==> src/rtl/vc_pkg.sv <==
// Shared definitions for the VC read arbiter: FSM state encodings, default
// widths and the destination-select bit helper.
package vc_pkg;

    localparam int DATA_WIDTH_DEF   = 6;
    localparam int UMBRAL_WIDTH_DEF = 4;
    localparam int CNT_WIDTH_DEF    = 5;

    localparam logic [2:0] ST_RESET  = 3'd0;
    localparam logic [2:0] ST_INIT   = 3'd1;
    localparam logic [2:0] ST_IDLE   = 3'd2;
    localparam logic [2:0] ST_ACTIVE = 3'd3;
    localparam logic [2:0] ST_ERROR  = 3'd4;

    // The word MSB routes it: 0 -> D0, 1 -> D1.
    function automatic int dest_bit_idx(input int width);
        return width - 1;
    endfunction

endpackage

==> src/rtl/vc_read_arbiter_if.sv <==
// Handshake bundle between the VC FIFO pair, the arbiter and the destination
// FIFO pair. The arbiter uses the slave view, the FIFO environment the master.
interface vc_read_arbiter_if
    import vc_pkg::*;
#(
    parameter int DATA_WIDTH = DATA_WIDTH_DEF
);
    logic                  empty_vc0;
    logic                  empty_vc1;
    logic [DATA_WIDTH-1:0] data_vc0;
    logic [DATA_WIDTH-1:0] data_vc1;
    logic                  error_vc0;
    logic                  error_vc1;
    logic                  rd_vc0;
    logic                  rd_vc1;
    logic                  almost_full_d0;
    logic                  almost_full_d1;
    logic                  push_d0;
    logic                  push_d1;
    logic [DATA_WIDTH-1:0] data_out;

    modport slave (
        input  empty_vc0, empty_vc1, data_vc0, data_vc1, error_vc0, error_vc1,
        input  almost_full_d0, almost_full_d1,
        output rd_vc0, rd_vc1, push_d0, push_d1, data_out
    );

    modport master (
        output empty_vc0, empty_vc1, data_vc0, data_vc1, error_vc0, error_vc1,
        output almost_full_d0, almost_full_d1,
        input  rd_vc0, rd_vc1, push_d0, push_d1, data_out
    );
endinterface

==> src/rtl/vc_rr_select.sv <==
// Pop arbiter for the two VC FIFOs: strict VC0 priority by default, round-robin
// when VC_RR_EN is defined. Outputs are one-hot or zero.
module vc_rr_select (
    input  logic empty_vc0,
    input  logic empty_vc1,
    input  logic stall,
    input  logic last_vc1,
    output logic rd_vc0,
    output logic rd_vc1
);

`ifdef VC_RR_EN
    // With both VCs ready, serve the one not served last.
    always_comb begin
        rd_vc0 = 1'b0;
        rd_vc1 = 1'b0;
        if (!stall) begin
            if (!empty_vc0 && !empty_vc1) begin
                rd_vc0 = last_vc1;
                rd_vc1 = !last_vc1;
            end else if (!empty_vc0) begin
                rd_vc0 = 1'b1;
            end else if (!empty_vc1) begin
                rd_vc1 = 1'b1;
            end
        end
    end
`else
    logic unused_last;
    assign unused_last = last_vc1;

    assign rd_vc0 = !stall && !empty_vc0;
    assign rd_vc1 = !stall && empty_vc0 && !empty_vc1;
`endif

endmodule

==> src/rtl/vc_read_arbiter.sv <==
// Drains the VC0/VC1 transmit FIFOs into destination FIFOs D0/D1 and owns the
// VC threshold registers. Define VC_RR_EN for round-robin VC arbitration.
module vc_read_arbiter
    import vc_pkg::*;
#(
    parameter int DATA_WIDTH   = DATA_WIDTH_DEF,
    parameter int UMBRAL_WIDTH = UMBRAL_WIDTH_DEF,
    parameter int CNT_WIDTH    = CNT_WIDTH_DEF
) (
    input  logic                    clk,
    input  logic                    reset,
    input  logic                    init,
    input  logic [UMBRAL_WIDTH-1:0] umbral_vc0_in,
    input  logic [UMBRAL_WIDTH-1:0] umbral_vc1_in,
    vc_read_arbiter_if.slave        bus,
    output logic [UMBRAL_WIDTH-1:0] umbral_vc0,
    output logic [UMBRAL_WIDTH-1:0] umbral_vc1,
    output logic [CNT_WIDTH-1:0]    cnt_vc0,
    output logic [CNT_WIDTH-1:0]    cnt_vc1,
    output logic [2:0]              state,
    output logic                    idle,
    output logic                    error
);

    localparam int DBIT = dest_bit_idx(DATA_WIDTH);

    logic [2:0]              state_q, state_d;
    logic [UMBRAL_WIDTH-1:0] umbral_vc0_q, umbral_vc0_d;
    logic [UMBRAL_WIDTH-1:0] umbral_vc1_q, umbral_vc1_d;
    logic [CNT_WIDTH-1:0]    cnt_vc0_q, cnt_vc0_d;
    logic [CNT_WIDTH-1:0]    cnt_vc1_q, cnt_vc1_d;
    logic [DATA_WIDTH-1:0]   hold_q, hold_d;
    logic                    pend_q, pend_d;
    logic                    tag_q, tag_d;
    logic                    last_q, last_d;

    logic                    err_in, stall, pop_ok;
    logic                    sel_rd0, sel_rd1, rd0, rd1;
    logic [DATA_WIDTH-1:0]   pend_word;

    assign err_in = bus.error_vc0 | bus.error_vc1;
    assign stall  = bus.almost_full_d0 | bus.almost_full_d1;
    // No new pops on a cycle that leaves ACTIVE for INIT or ERROR.
    assign pop_ok = (state_q == ST_ACTIVE) && !init && !err_in;

    vc_rr_select u_sel (
        .empty_vc0 (bus.empty_vc0),
        .empty_vc1 (bus.empty_vc1),
        .stall     (stall),
        .last_vc1  (last_q),
        .rd_vc0    (sel_rd0),
        .rd_vc1    (sel_rd1)
    );

    assign rd0 = pop_ok & sel_rd0;
    assign rd1 = pop_ok & sel_rd1;

    // FIFO read data is valid the cycle after the pop; the tag picks the VC.
    assign pend_word = tag_q ? bus.data_vc1 : bus.data_vc0;

    always_comb begin
        state_d = state_q;
        case (state_q)
            ST_RESET:  state_d = ST_INIT;
            ST_INIT:   if (!init) state_d = ST_IDLE;
            ST_IDLE: begin
                if (init)
                    state_d = ST_INIT;
                else if (!bus.empty_vc0 || !bus.empty_vc1)
                    state_d = ST_ACTIVE;
            end
            ST_ACTIVE: begin
                if (init)
                    state_d = ST_INIT;
                else if (bus.empty_vc0 && bus.empty_vc1 && !pend_q)
                    state_d = ST_IDLE;
            end
            default:   state_d = ST_ERROR;
        endcase
        if (state_q != ST_RESET && err_in)
            state_d = ST_ERROR;
    end

    always_comb begin
        umbral_vc0_d = umbral_vc0_q;
        umbral_vc1_d = umbral_vc1_q;
        if (state_q == ST_INIT && init) begin
            umbral_vc0_d = umbral_vc0_in;
            umbral_vc1_d = umbral_vc1_in;
        end
    end

    always_comb begin
        pend_d    = rd0 | rd1;
        tag_d     = rd1 ? 1'b1 : (rd0 ? 1'b0 : tag_q);
        last_d    = rd1 ? 1'b1 : (rd0 ? 1'b0 : last_q);
        hold_d    = pend_q ? pend_word : hold_q;
        cnt_vc0_d = cnt_vc0_q;
        cnt_vc1_d = cnt_vc1_q;
        if (pend_q && !tag_q) cnt_vc0_d = cnt_vc0_q + CNT_WIDTH'(1);
        if (pend_q && tag_q)  cnt_vc1_d = cnt_vc1_q + CNT_WIDTH'(1);
    end

    // last_q resets to VC1 so round-robin starts with VC0.
    always_ff @(posedge clk) begin
        if (!reset) begin
            state_q      <= ST_RESET;
            umbral_vc0_q <= '0;
            umbral_vc1_q <= '0;
            cnt_vc0_q    <= '0;
            cnt_vc1_q    <= '0;
            hold_q       <= '0;
            pend_q       <= 1'b0;
            tag_q        <= 1'b0;
            last_q       <= 1'b1;
        end else begin
            state_q      <= state_d;
            umbral_vc0_q <= umbral_vc0_d;
            umbral_vc1_q <= umbral_vc1_d;
            cnt_vc0_q    <= cnt_vc0_d;
            cnt_vc1_q    <= cnt_vc1_d;
            hold_q       <= hold_d;
            pend_q       <= pend_d;
            tag_q        <= tag_d;
            last_q       <= last_d;
        end
    end

    assign bus.rd_vc0   = rd0;
    assign bus.rd_vc1   = rd1;
    assign bus.push_d0  = pend_q & ~pend_word[DBIT];
    assign bus.push_d1  = pend_q & pend_word[DBIT];
    assign bus.data_out = hold_d;

    assign umbral_vc0 = umbral_vc0_q;
    assign umbral_vc1 = umbral_vc1_q;
    assign cnt_vc0    = cnt_vc0_q;
    assign cnt_vc1    = cnt_vc1_q;
    assign state      = state_q;
    assign idle       = (state_q == ST_IDLE);
    assign error      = (state_q == ST_ERROR);

endmodule

==> src/flat_wrapper.sv <==
// flat-port wrapper written by rule: the top's interface ports become plain ports
module vc_read_arbiter_flat import vc_pkg::*;
#(
    parameter int DATA_WIDTH   = DATA_WIDTH_DEF,
    parameter int UMBRAL_WIDTH = UMBRAL_WIDTH_DEF,
    parameter int CNT_WIDTH    = CNT_WIDTH_DEF
)
  (clk, reset, init, umbral_vc0_in, umbral_vc1_in, umbral_vc0, umbral_vc1, cnt_vc0, cnt_vc1, state, idle, error, bus_empty_vc0, bus_empty_vc1, bus_data_vc0, bus_data_vc1, bus_error_vc0, bus_error_vc1, bus_almost_full_d0, bus_almost_full_d1, bus_rd_vc0, bus_rd_vc1, bus_push_d0, bus_push_d1, bus_data_out);
  vc_read_arbiter_if #(.DATA_WIDTH(DATA_WIDTH)) bus_i ();
  input  logic clk;
  input  logic reset;
  input  logic init;
  input  logic [UMBRAL_WIDTH-1:0] umbral_vc0_in;
  input  logic [UMBRAL_WIDTH-1:0] umbral_vc1_in;
  output logic [UMBRAL_WIDTH-1:0] umbral_vc0;
  output logic [UMBRAL_WIDTH-1:0] umbral_vc1;
  output logic [CNT_WIDTH-1:0] cnt_vc0;
  output logic [CNT_WIDTH-1:0] cnt_vc1;
  output logic [2:0] state;
  output logic idle;
  output logic error;
  input wire logic [$bits(bus_i.empty_vc0)-1:0] bus_empty_vc0;
  input wire logic [$bits(bus_i.empty_vc1)-1:0] bus_empty_vc1;
  input wire logic [$bits(bus_i.data_vc0)-1:0] bus_data_vc0;
  input wire logic [$bits(bus_i.data_vc1)-1:0] bus_data_vc1;
  input wire logic [$bits(bus_i.error_vc0)-1:0] bus_error_vc0;
  input wire logic [$bits(bus_i.error_vc1)-1:0] bus_error_vc1;
  input wire logic [$bits(bus_i.almost_full_d0)-1:0] bus_almost_full_d0;
  input wire logic [$bits(bus_i.almost_full_d1)-1:0] bus_almost_full_d1;
  output wire logic [$bits(bus_i.rd_vc0)-1:0] bus_rd_vc0;
  output wire logic [$bits(bus_i.rd_vc1)-1:0] bus_rd_vc1;
  output wire logic [$bits(bus_i.push_d0)-1:0] bus_push_d0;
  output wire logic [$bits(bus_i.push_d1)-1:0] bus_push_d1;
  output wire logic [$bits(bus_i.data_out)-1:0] bus_data_out;
  assign bus_i.empty_vc0 = bus_empty_vc0;
  assign bus_i.empty_vc1 = bus_empty_vc1;
  assign bus_i.data_vc0 = bus_data_vc0;
  assign bus_i.data_vc1 = bus_data_vc1;
  assign bus_i.error_vc0 = bus_error_vc0;
  assign bus_i.error_vc1 = bus_error_vc1;
  assign bus_i.almost_full_d0 = bus_almost_full_d0;
  assign bus_i.almost_full_d1 = bus_almost_full_d1;
  assign bus_rd_vc0 = bus_i.rd_vc0;
  assign bus_rd_vc1 = bus_i.rd_vc1;
  assign bus_push_d0 = bus_i.push_d0;
  assign bus_push_d1 = bus_i.push_d1;
  assign bus_data_out = bus_i.data_out;
  vc_read_arbiter #(.DATA_WIDTH(DATA_WIDTH), .UMBRAL_WIDTH(UMBRAL_WIDTH), .CNT_WIDTH(CNT_WIDTH)) u_core (.clk(clk), .reset(reset), .init(init), .umbral_vc0_in(umbral_vc0_in), .umbral_vc1_in(umbral_vc1_in), .bus(bus_i), .umbral_vc0(umbral_vc0), .umbral_vc1(umbral_vc1), .cnt_vc0(cnt_vc0), .cnt_vc1(cnt_vc1), .state(state), .idle(idle), .error(error));
endmodule
==> config.mk <==
export PLATFORM = sky130hd
export DESIGN_NAME = vc_read_arbiter_flat
export DESIGN_NICKNAME = d
export VERILOG_FILES = /design/src/rtl/vc_pkg.sv /design/src/rtl/vc_read_arbiter_if.sv /design/src/rtl/vc_rr_select.sv /design/src/rtl/vc_read_arbiter.sv /design/src/flat_wrapper.sv
export SDC_FILE = /design/constraint.sdc
export NUM_CORES = 1
export LEC_CHECK = 0
export ABC_AREA = 1
export CORE_MARGIN = 1.5
export CORE_UTILIZATION = 29
export CTS_BUF_LIST = sky130_fd_sc_hd__clkbuf_2
export DETAILED_ROUTE_END_ITERATION = 12
export REMOVE_ABC_BUFFERS = 1
export SYNTH_ARGS = -nofsm -noshare
export SYNTH_HDL_FRONTEND = slang
export SYNTH_SLANG_ARGS = --single-unit
export TNS_END_PERCENT = 30
==> constraint.sdc <==
create_clock -name clk -period 1.18 [get_ports clk]
set_input_delay 0.236 -clock clk [delete_from_list [all_inputs] [get_ports clk]]
set_output_delay 0.236 -clock clk [all_outputs]
set_load 0.03 [all_outputs]
==> results of run 1 <==
==> repair_timing <==
| action | in CTS | in global routing |
|---|---|---|
| endpoints found under the setup margin | 27 | 42 |
| resized for setup | 54 | 42 |
| buffers inserted | 8 | 4 |
| pin swaps | 8 | 7 |
==> layer usage <==
layer	track usage, %	up-vias	part of all wire, %
li1	-	792	-
met1	18.0	649	45
met4	5.03	0	1.3
met2	22.2	48	45
met3	6.13	7	8.9
met5	0	-	0
==> worst reg2reg max path: stages, from the launching register on <==
cell and delay [ns]:
dfxtp_4 0.41, nor2_4 0.18, buf_4 0.16, buf_4 0.10, inv_2 0.04, nor2_1 0.08
nor2_1 0.05, nor3_1 0.12
==> power breakdown <==
| group | total (W) | switching [W] | leakage (nW) | internal (W) |
|---|---|---|---|---|
| clock | 0.000694 | 0.000332 | 0.0406 | 0.000362 |
| combinational | 0.00136 | 0.000735 | 0.904 | 0.000628 |
| sequential | 0.00121 | 0.000107 | 0.244 | 0.00110 |
| total | 0.00327 | 0.00117 | 1.19 | 0.00209 |
==> worst max path at each step <==
stage,start,end,cells after the start
3_3_place_gp,bus_error_vc1,bus_rd_vc1,5
3_5_place_dp,init,bus_rd_vc1,7
5_1_grt,u_core.pend_q,bus_data_out[2],5
2_1_floorplan,u_core.tag_q,bus_data_out[5],5
4_1_cts,u_core.tag_q,bus_data_out[5],6
6_report,bus_error_vc1,bus_rd_vc1,5
==> sequential cells by signal, indices dropped and copies added, names as in the netlist <==
signal	cells
u_core.cnt_vc1	5
u_core.umbral_vc1	4
u_core.hold_q	6
u_core.state	3
u_core.umbral_vc0	4
u_core.cnt_vc0	5
u_core.pend_q	1
u_core.tag_q	1
==> stage by stage <==
step           instance area, um^2  hold WS (ns)  power [W]  worst slack [ns]
2_1_floorplan                 1310         0.334    0.00176            -0.430
3_3_place_gp                  2110         0.452    0.00227            -0.312
3_5_place_dp                  2110         0.461    0.00226            -0.314
4_1_cts                       2390         0.446    0.00304            -0.383
5_1_grt                       2490         0.461    0.00347            -0.429
6_report                      2490         0.470    0.00327            -0.346
==> area by class of cell <==
type                            instances  area share, %
Multi-Input combinational cell        132           30.4
Tap cell                               52           2.61
Sequential cell                        29           24.6
Inverter                               26           4.72
Timing Repair Buffer                   95           35.1
Clock inverter                          2           1.36
Clock buffer                            6           1.21
==> logic make-up after synthesis <==
| logic type | count (synthesis) |
|---|---|
| xor gates and xnor gates | 2 |
| and+or+nand+nor | 106 |
| DFF | 29 |
| buffers and inverters | 29 |
| adders and majority gates | 2 |
| AOI/OAI and AO/OA | 22 |
==> cells in the final DEF, fill, tap and decap left out, types with 3 or more instances in the layout <==
cell type,instances
inv_4,5
nand3_2,7
nor2_1,38
nand3_1,4
o21ai_0,9
a21oi_1,5
buf_6,22
a21oi_2,3
inv_1,17
nand2_4,3
nand2_2,10
nor2_4,6
inv_2,3
dfxtp_2,11
dfxtp_4,5
dfxtp_1,13
nand2_1,28
buf_4,44
clkdlybuf4s50_1,28
clkbuf_2,6
nor3_1,4
==> implementation parameters, run 1 <==
Parameter                              Value

Yosys
  Simple-Gate Fraction of Synth Area ... 35.6%
  Top cells by count, synth ... nor2_1, nand2_1, dfxtp_1
  Dominant cell by count in the synthesized netlist ... nor2_1
  Post-synthesis sequential element count ... 29
  Number of synthesis warnings ... 0
  Cell types with the largest area share after synthesis ... dfxtp_1, nor2_1, nand2_1, inv_1, o21ai_0
  Number of unique standard cell types used by synthesis ... 22
  Adder-Cell Fraction of Synth Area ... 1.88%
  Library cell with the largest summed area after synthesis ... dfxtp_1
  Netlist area before placement ... 1330 um^2
  Share of synthesized area spent on multiplexers ... 0%
  Top cell type's share of synthesized area ... 43.7%
  Complex-gate fraction of the synthesized area ... roughly 8.9%
  Syn Inst Count ... 190
  Largest family of logic cells by synthesized area ... simple AND/OR/NAND/NOR gates
  Parity-gate share of the synthesized area counting xor and xnor cells ... 1.32%
  Proportion of synthesized flip-flops having asynchronous set or reset ... 0%
  Mean post-synth cell area ... 6.99 um^2
  Leading register cell type out of synthesis ... dfxtp_1
  Part of the Yosys area used for sequential elements ... 43.7%
  Number of enable flip-flop cells after synthesis ... 0

Critical path
  Number of cells on the worst reg-to-reg path ... 7
  Path type of the worst setup path ... input pin to primary output
  Endpoint arrival time on the critical path ... approximately 1.3 ns
  Launching element type of the critical path ... input pin
  Worst endpoint required time ... 0.94 ns
  Family with the most delay on the worst path ... buffers and inverters
  Reg2Reg Setup Slack ... -0.02 ns
  Cell with the largest stage delay on the worst path ... clkdlybuf4s50_1
  CP Max Fanout ... 3
  Crit path buf inv count ... 3
  Source of the worst register-to-register timing path ... u_core.tag_q
  Maximum cell stage delay along the critical path ... about 0.41 ns
  Setup crit end kind ... primary output
  Critical R2R Capture ... u_core.cnt_vc0[3]
  Worst-path cell chain ... clkdlybuf4s50_1, nor2_1, nand4_1, inv_1, buf_6

STA
  Final-layout setup total negative slack ... -3.80 ns
  Clk_skew ... 0.0168 ns
  Tcrit/Tclk final ... 129%
  Fin worst setup slack ... -0.346 ns
  Max Clock Freq ... about 660 MHz
  RSZ-0062 raised after global routing ... true
  Number of setup violations in the final report ... 17
  Max-Slew Margin vs Limit ... 79.7%
  Final count of pins violating max slew ... 0
  Count of endpoints failing hold in the final timing report ... 0
  Final period demand of the worst path ... 1.53 ns
  Transition time at the pin with the least slew margin ... 0.305 ns

Outcome
  Violations in the final reports ... setup timing
  Outcome ... finished with violations

Layout
  Count of filler cells inserted in the layout ... ~420
  Share of post-route cells with drive strength above 1 ... 45.9%
  Final cell count without fillers ... 342
  Final net count ... 320
  Area of the multi-input gates ... 757 um^2
  Utilization of the core after routing ... 56.8%
  Area added between synthesis and finish ... 87.4%
  Antenna diodes ... 0
  Register cell area after layout ... 613 um^2

Worst hold path
  Hold_sp ... umbral_vc1_in[0]
  Number of cells on the worst hold path ... 3
  Worst min-delay path category ... input pin to register
  Hold Crit Endpoint ... u_core.umbral_vc1[0]

Clock tree
  CTS max path bufs ... 2
  Clock Sink Count ... 29
  CTS tree ... done
  Source-to-sink clock delay at the later pin of the worst-skew pair ... between 0.3 and 0.4 ns
  Hold-fix buffers, CTS ... 0
  Clock tree root buffer cell ... clkbuf_2
  Clock-pin transition on the worst setup and hold timing paths ... 0.15 ns
  Number of buffers created by CTS ... 5
  H-tree depth ... 2

Detailed routing
  Initial detailed-routing violation count ... 23
  DRC viols ... 0
  Number of nets with antenna violations after routing ... 0
  Vias per Instance ... 4.37
  Via count ... 1,496
  Router iterations before antenna repair ... 4
  Final wirelength ... around 3500 um
  Final routed wire length divided by cell count ... 10.1 um

Die
  Die Wd ... a little over 70 um
  Die area ... between 4000 and 5000 um^2
  Die height ... 70.7 um
  Total I/O pin count ... 62
  Std cell rows ... 24
  Starting density of the core ... a little under a third
  Placeable Area ... 4380 um^2

Global route
  Overall track demand over capacity in global routing ... 14.4%
  Initial antenna violation count ... 0
  Pin count of the biggest net entering global routing ... 12
  Via count of the first global-routing pass ... 1,413
  First-pass GRT wire length ... 5860 um
  Total global routing overflow ... 0

Power and ir drop
  Maximum vdd ir drop ... roughly 0.00084 V
  Static power due to leakage ... 1.19 nW
  Pwr/cell area ... 1310 nW/um^2

Placed design
  Detailed placement HPWL ... 2460 um
  Last weighted congestion value of the routability-driven placer ... 0.778
  Post-placement cell count ... 327
  Count of port buffers added during placement ... 61

Flow run
  Max-capacitance violation count ... 0
(Power assumes the default switching activity.)
==> inputs of run 2 (changes only) <==
--- a/config.mk
+++ b/config.mk
@@ -6,11 +6,12 @@
 export NUM_CORES = 1
 export LEC_CHECK = 0
 export ABC_AREA = 1
-export CORE_MARGIN = 1.5
+export CORE_MARGIN = 4
 export CORE_UTILIZATION = 29
 export CTS_BUF_LIST = sky130_fd_sc_hd__clkbuf_2
 export DETAILED_ROUTE_END_ITERATION = 12
 export REMOVE_ABC_BUFFERS = 1
+export SKIP_LAST_GASP = 1
 export SYNTH_ARGS = -nofsm -noshare
 export SYNTH_HDL_FRONTEND = slang
 export SYNTH_SLANG_ARGS = --single-unit
==> implementation parameters, run 2 (synthesis gave the netlist of run 1 again) <==
Parameter                              Value

Detailed routing
  Final routed wire length divided by cell count ... 11.0 um (was 10.1 um)
  Router iterations before antenna repair ... 3 (was 4)
  Initial detailed-routing violation count ... 49 (was 23)
  Via count ... 1,501 (was 1,496)
  DRC viols ... 0 (unchanged)
  Number of nets with antenna violations after routing ... 0 (unchanged)
  Vias per Instance ... 4.34 (was 4.37)
  Final wirelength ... 3810 um (was 3460 um)

STA
  RSZ-0062 raised after global routing ... true (unchanged)
  Max Clock Freq ... 654 MHz (was 655 MHz)
  Final count of pins violating max slew ... 0 (unchanged)
  Number of setup violations in the final report ... 24 (was 17)
  Fin worst setup slack ... -0.350 ns (was -0.346 ns)
  Transition time at the pin with the least slew margin ... 0.293 ns (was 0.305 ns)
  Count of endpoints failing hold in the final timing report ... 0 (unchanged)
  Tcrit/Tclk final ... 130% (was 129%)
  Clk_skew ... 0.0127 ns (was 0.0168 ns)
  Max-Slew Margin vs Limit ... 80.4% (was 79.7%)
  Final period demand of the worst path ... 1.53 ns (about the same)

Global route
  Initial antenna violation count ... 0 (unchanged)
  Overall track demand over capacity in global routing ... 13.6% (was 14.4%)
  Pin count of the biggest net entering global routing ... 11 (was 12)
  Total global routing overflow ... 0 (unchanged)
  First-pass GRT wire length ... 5920 um (was 5860 um)
  Via count of the first global-routing pass ... 1,388 (was 1,413)

Clock tree
  Number of buffers created by CTS ... 5 (unchanged)
  H-tree depth ... 2 (unchanged)
  Hold-fix buffers, CTS ... 0 (unchanged)
  Clock-pin transition on the worst setup and hold timing paths ... 0.14 ns (was 0.15 ns)
  Source-to-sink clock delay at the later pin of the worst-skew pair ... 0.35 ns (about the same)
  CTS max path bufs ... 2 (unchanged)
  Clock tree root buffer cell ... clkbuf_2 (unchanged)
  CTS tree ... done (unchanged)
  Clock Sink Count ... 29 (unchanged)

Critical path
  Path type of the worst setup path ... register to primary output (was input pin to primary output)
  Source of the worst register-to-register timing path ... u_core.tag_q (unchanged)
  Endpoint arrival time on the critical path ... 1.29 ns (about the same)
  Worst endpoint required time ... 0.94 ns (about the same)
  Setup crit end kind ... primary output (unchanged)
  Launching element type of the critical path ... register (was input pin)
  Number of cells on the worst reg-to-reg path ... 8 (was 7)
  Reg2Reg Setup Slack ... -0.12 ns (was -0.02 ns)
  Critical Path End ... bus_data_out[5] (was bus_rd_vc1)
  CP startpoint ... u_core.tag_q (was bus_error_vc1)
  Critical R2R Capture ... u_core.cnt_vc0[3] (unchanged)
  CP Max Fanout ... 5 (was 3)

Die
  Starting density of the core ... 30.3% (unchanged)
  Placeable Area ... 4380 um^2 (unchanged)
  Die height ... 75.7 um (was 70.7 um)
  Std cell rows ... 24 (unchanged)
  Die Wd ... 75.7 um (was 70.7 um)
  Total I/O pin count ... 62 (unchanged)
  Die area ... 5730 um^2 (was 5000 um^2)

Layout
  Final cell count without fillers ... 346 (was 342)
  Area added between synthesis and finish ... 82.6% (was 87.4%)
  Most flops, register ... u_core.hold_q (unchanged)
  Share of post-route cells with drive strength above 1 ... 41.8% (was 45.9%)
  Most frequent standard cell in the layout excluding fill and tap cells ... buf_4 (unchanged)
  Utilization of the core after routing ... 55.3% (was 56.8%)
  Antenna diodes ... 0 (unchanged)
  Final design area excluding fillers ... 2430 um^2 (was 2490 um^2)
  Most frequent cells in the layout ... buf_4, nor2_1, nand2_1 (was buf_4, nor2_1, nand2_1, clkdlybuf4s50_1, buf_6)
  Final net count ... 325 (was 320)
  Max reg flops ... 6 (unchanged)

Flow run
  Max-capacitance violation count ... 0 (unchanged)

Placed design
  Post-placement cell count ... 329 (was 327)
  Last weighted congestion value of the routability-driven placer ... 0.759 (was 0.778)
  Count of port buffers added during placement ... 61 (unchanged)
  Placed standard-cell area ... 2120 um^2 (was 2110 um^2)
  Detailed placement HPWL ... 2730 um (was 2460 um)

Power and ir drop
  Switching pwr ... 0.00111 W (was 0.00117 W)
  Static power due to leakage ... 1.19 nW (about the same)
  Switching part of the total power ... 38.6% (was 35.9%)
  Overall power ... 0.00287 W (was 0.00327 W)
  Power share of the clock group ... 16.1% (was 21.3%)
  Gate power share ... 43.4% (was 41.7%)
  Maximum vdd ir drop ... 0.000987 V (was 0.000845 V)
  Design internal power ... 0.00176 W (was 0.00209 W)
  Part of the total power dissipated in sequential elements ... 40.5% (was 37.0%)
  Pwr/cell area ... 1180 nW/um^2 (was 1310 nW/um^2)

Outcome
  Outcome ... finished with violations (unchanged)
  Violations in the final reports ... setup timing (unchanged)

Worst hold path
  Worst min-delay path category ... input pin to register (unchanged)
run 2: cell types whose count changed in the layout (fill, tap and decap cells not counted), sizes merged:
cell / before / now
clkdlybuf4s50: 28 / 27
bufinv: 1 / 0
dlymetal6s2s: 0 / 1
buf: 67 / 72
run 2: power groups by stage:
stage / Clock [W] / Combinational (W) / Sequential [W]
4_1_cts: 0.000489 / 0.00108 / 0.00115
3_3_place_gp: 0 / 0.00108 / 0.00117
3_5_place_dp: 0 / 0.00107 / 0.00117
5_1_grt: 0.000526 / 0.00136 / 0.00118
6_report: 0.000461 / 0.00124 / 0.00116
2_1_floorplan: 0 / 0.000388 / 0.00138
run 2: layer usage:
metal / share of wire, % / track usage, %
met1: 44 / 16.1
met2: 45 / 21.4
met3: 11 / 5.80
met4: 0.87 / 5.83
met5: 0 / 0
run 2: area by class of cell:
type / instances / area, um^2
Clock buffer: 6 / 30.0
Inverter: 26 / 113
Clock inverter: 1 / 3.75
Fill cell: 432 / 1960
Sequential cell: 29 / 589
Tap cell: 52 / 65.1
Multi-Input combinational cell: 132 / 753
Timing Repair Buffer: 100 / 872
run 2: worst min path at each step:
stage | from | to | slack [ns] | depth (start not counted)
2_1_floorplan | reset | u_core.hold_q[0] | 0.33 | 2
3_3_place_gp | u_core.hold_q[5] | u_core.hold_q[5] | 0.46 | 2
3_5_place_dp | u_core.hold_q[5] | u_core.hold_q[5] | 0.46 | 2
4_1_cts | umbral_vc0_in[1] | u_core.umbral_vc0[1] | 0.46 | 3
5_1_grt | init | u_core.state[1] | 0.43 | 5
6_report | init | u_core.state[1] | 0.41 | 5
run 2: worst max-delay path, stage by stage, from the launching register on:
cell and delay (ns):
dfxtp_4 0.41, inv_2 0.08, nand2_4 0.05, nand2_2 0.09, nor2_4 0.05, a21oi_2 0.12, buf_6 0.15
run 2: through the flow:
stage	setup TNS [ns]	setup WS, ns	hold slack (ns)
floorplan	-2.98	-0.430	0.334
global placement	-4.75	-0.332	0.460
detailed placement	-4.95	-0.337	0.464
CTS	-4.59	-0.361	0.456
global route	-7.18	-0.437	0.429
finish	-4.06	-0.350	0.414
run 2: timing repair:
| item | in CTS | in global routing |
|---|---|---|
| buffers inserted | 7 | 3 |
| setup endpoints to repair | 27 | 45 |
| gates resized for setup | 26 | 36 |
| pin swaps | 11 | 12 |
| endpoints found under the hold margin | 0 | 0 |
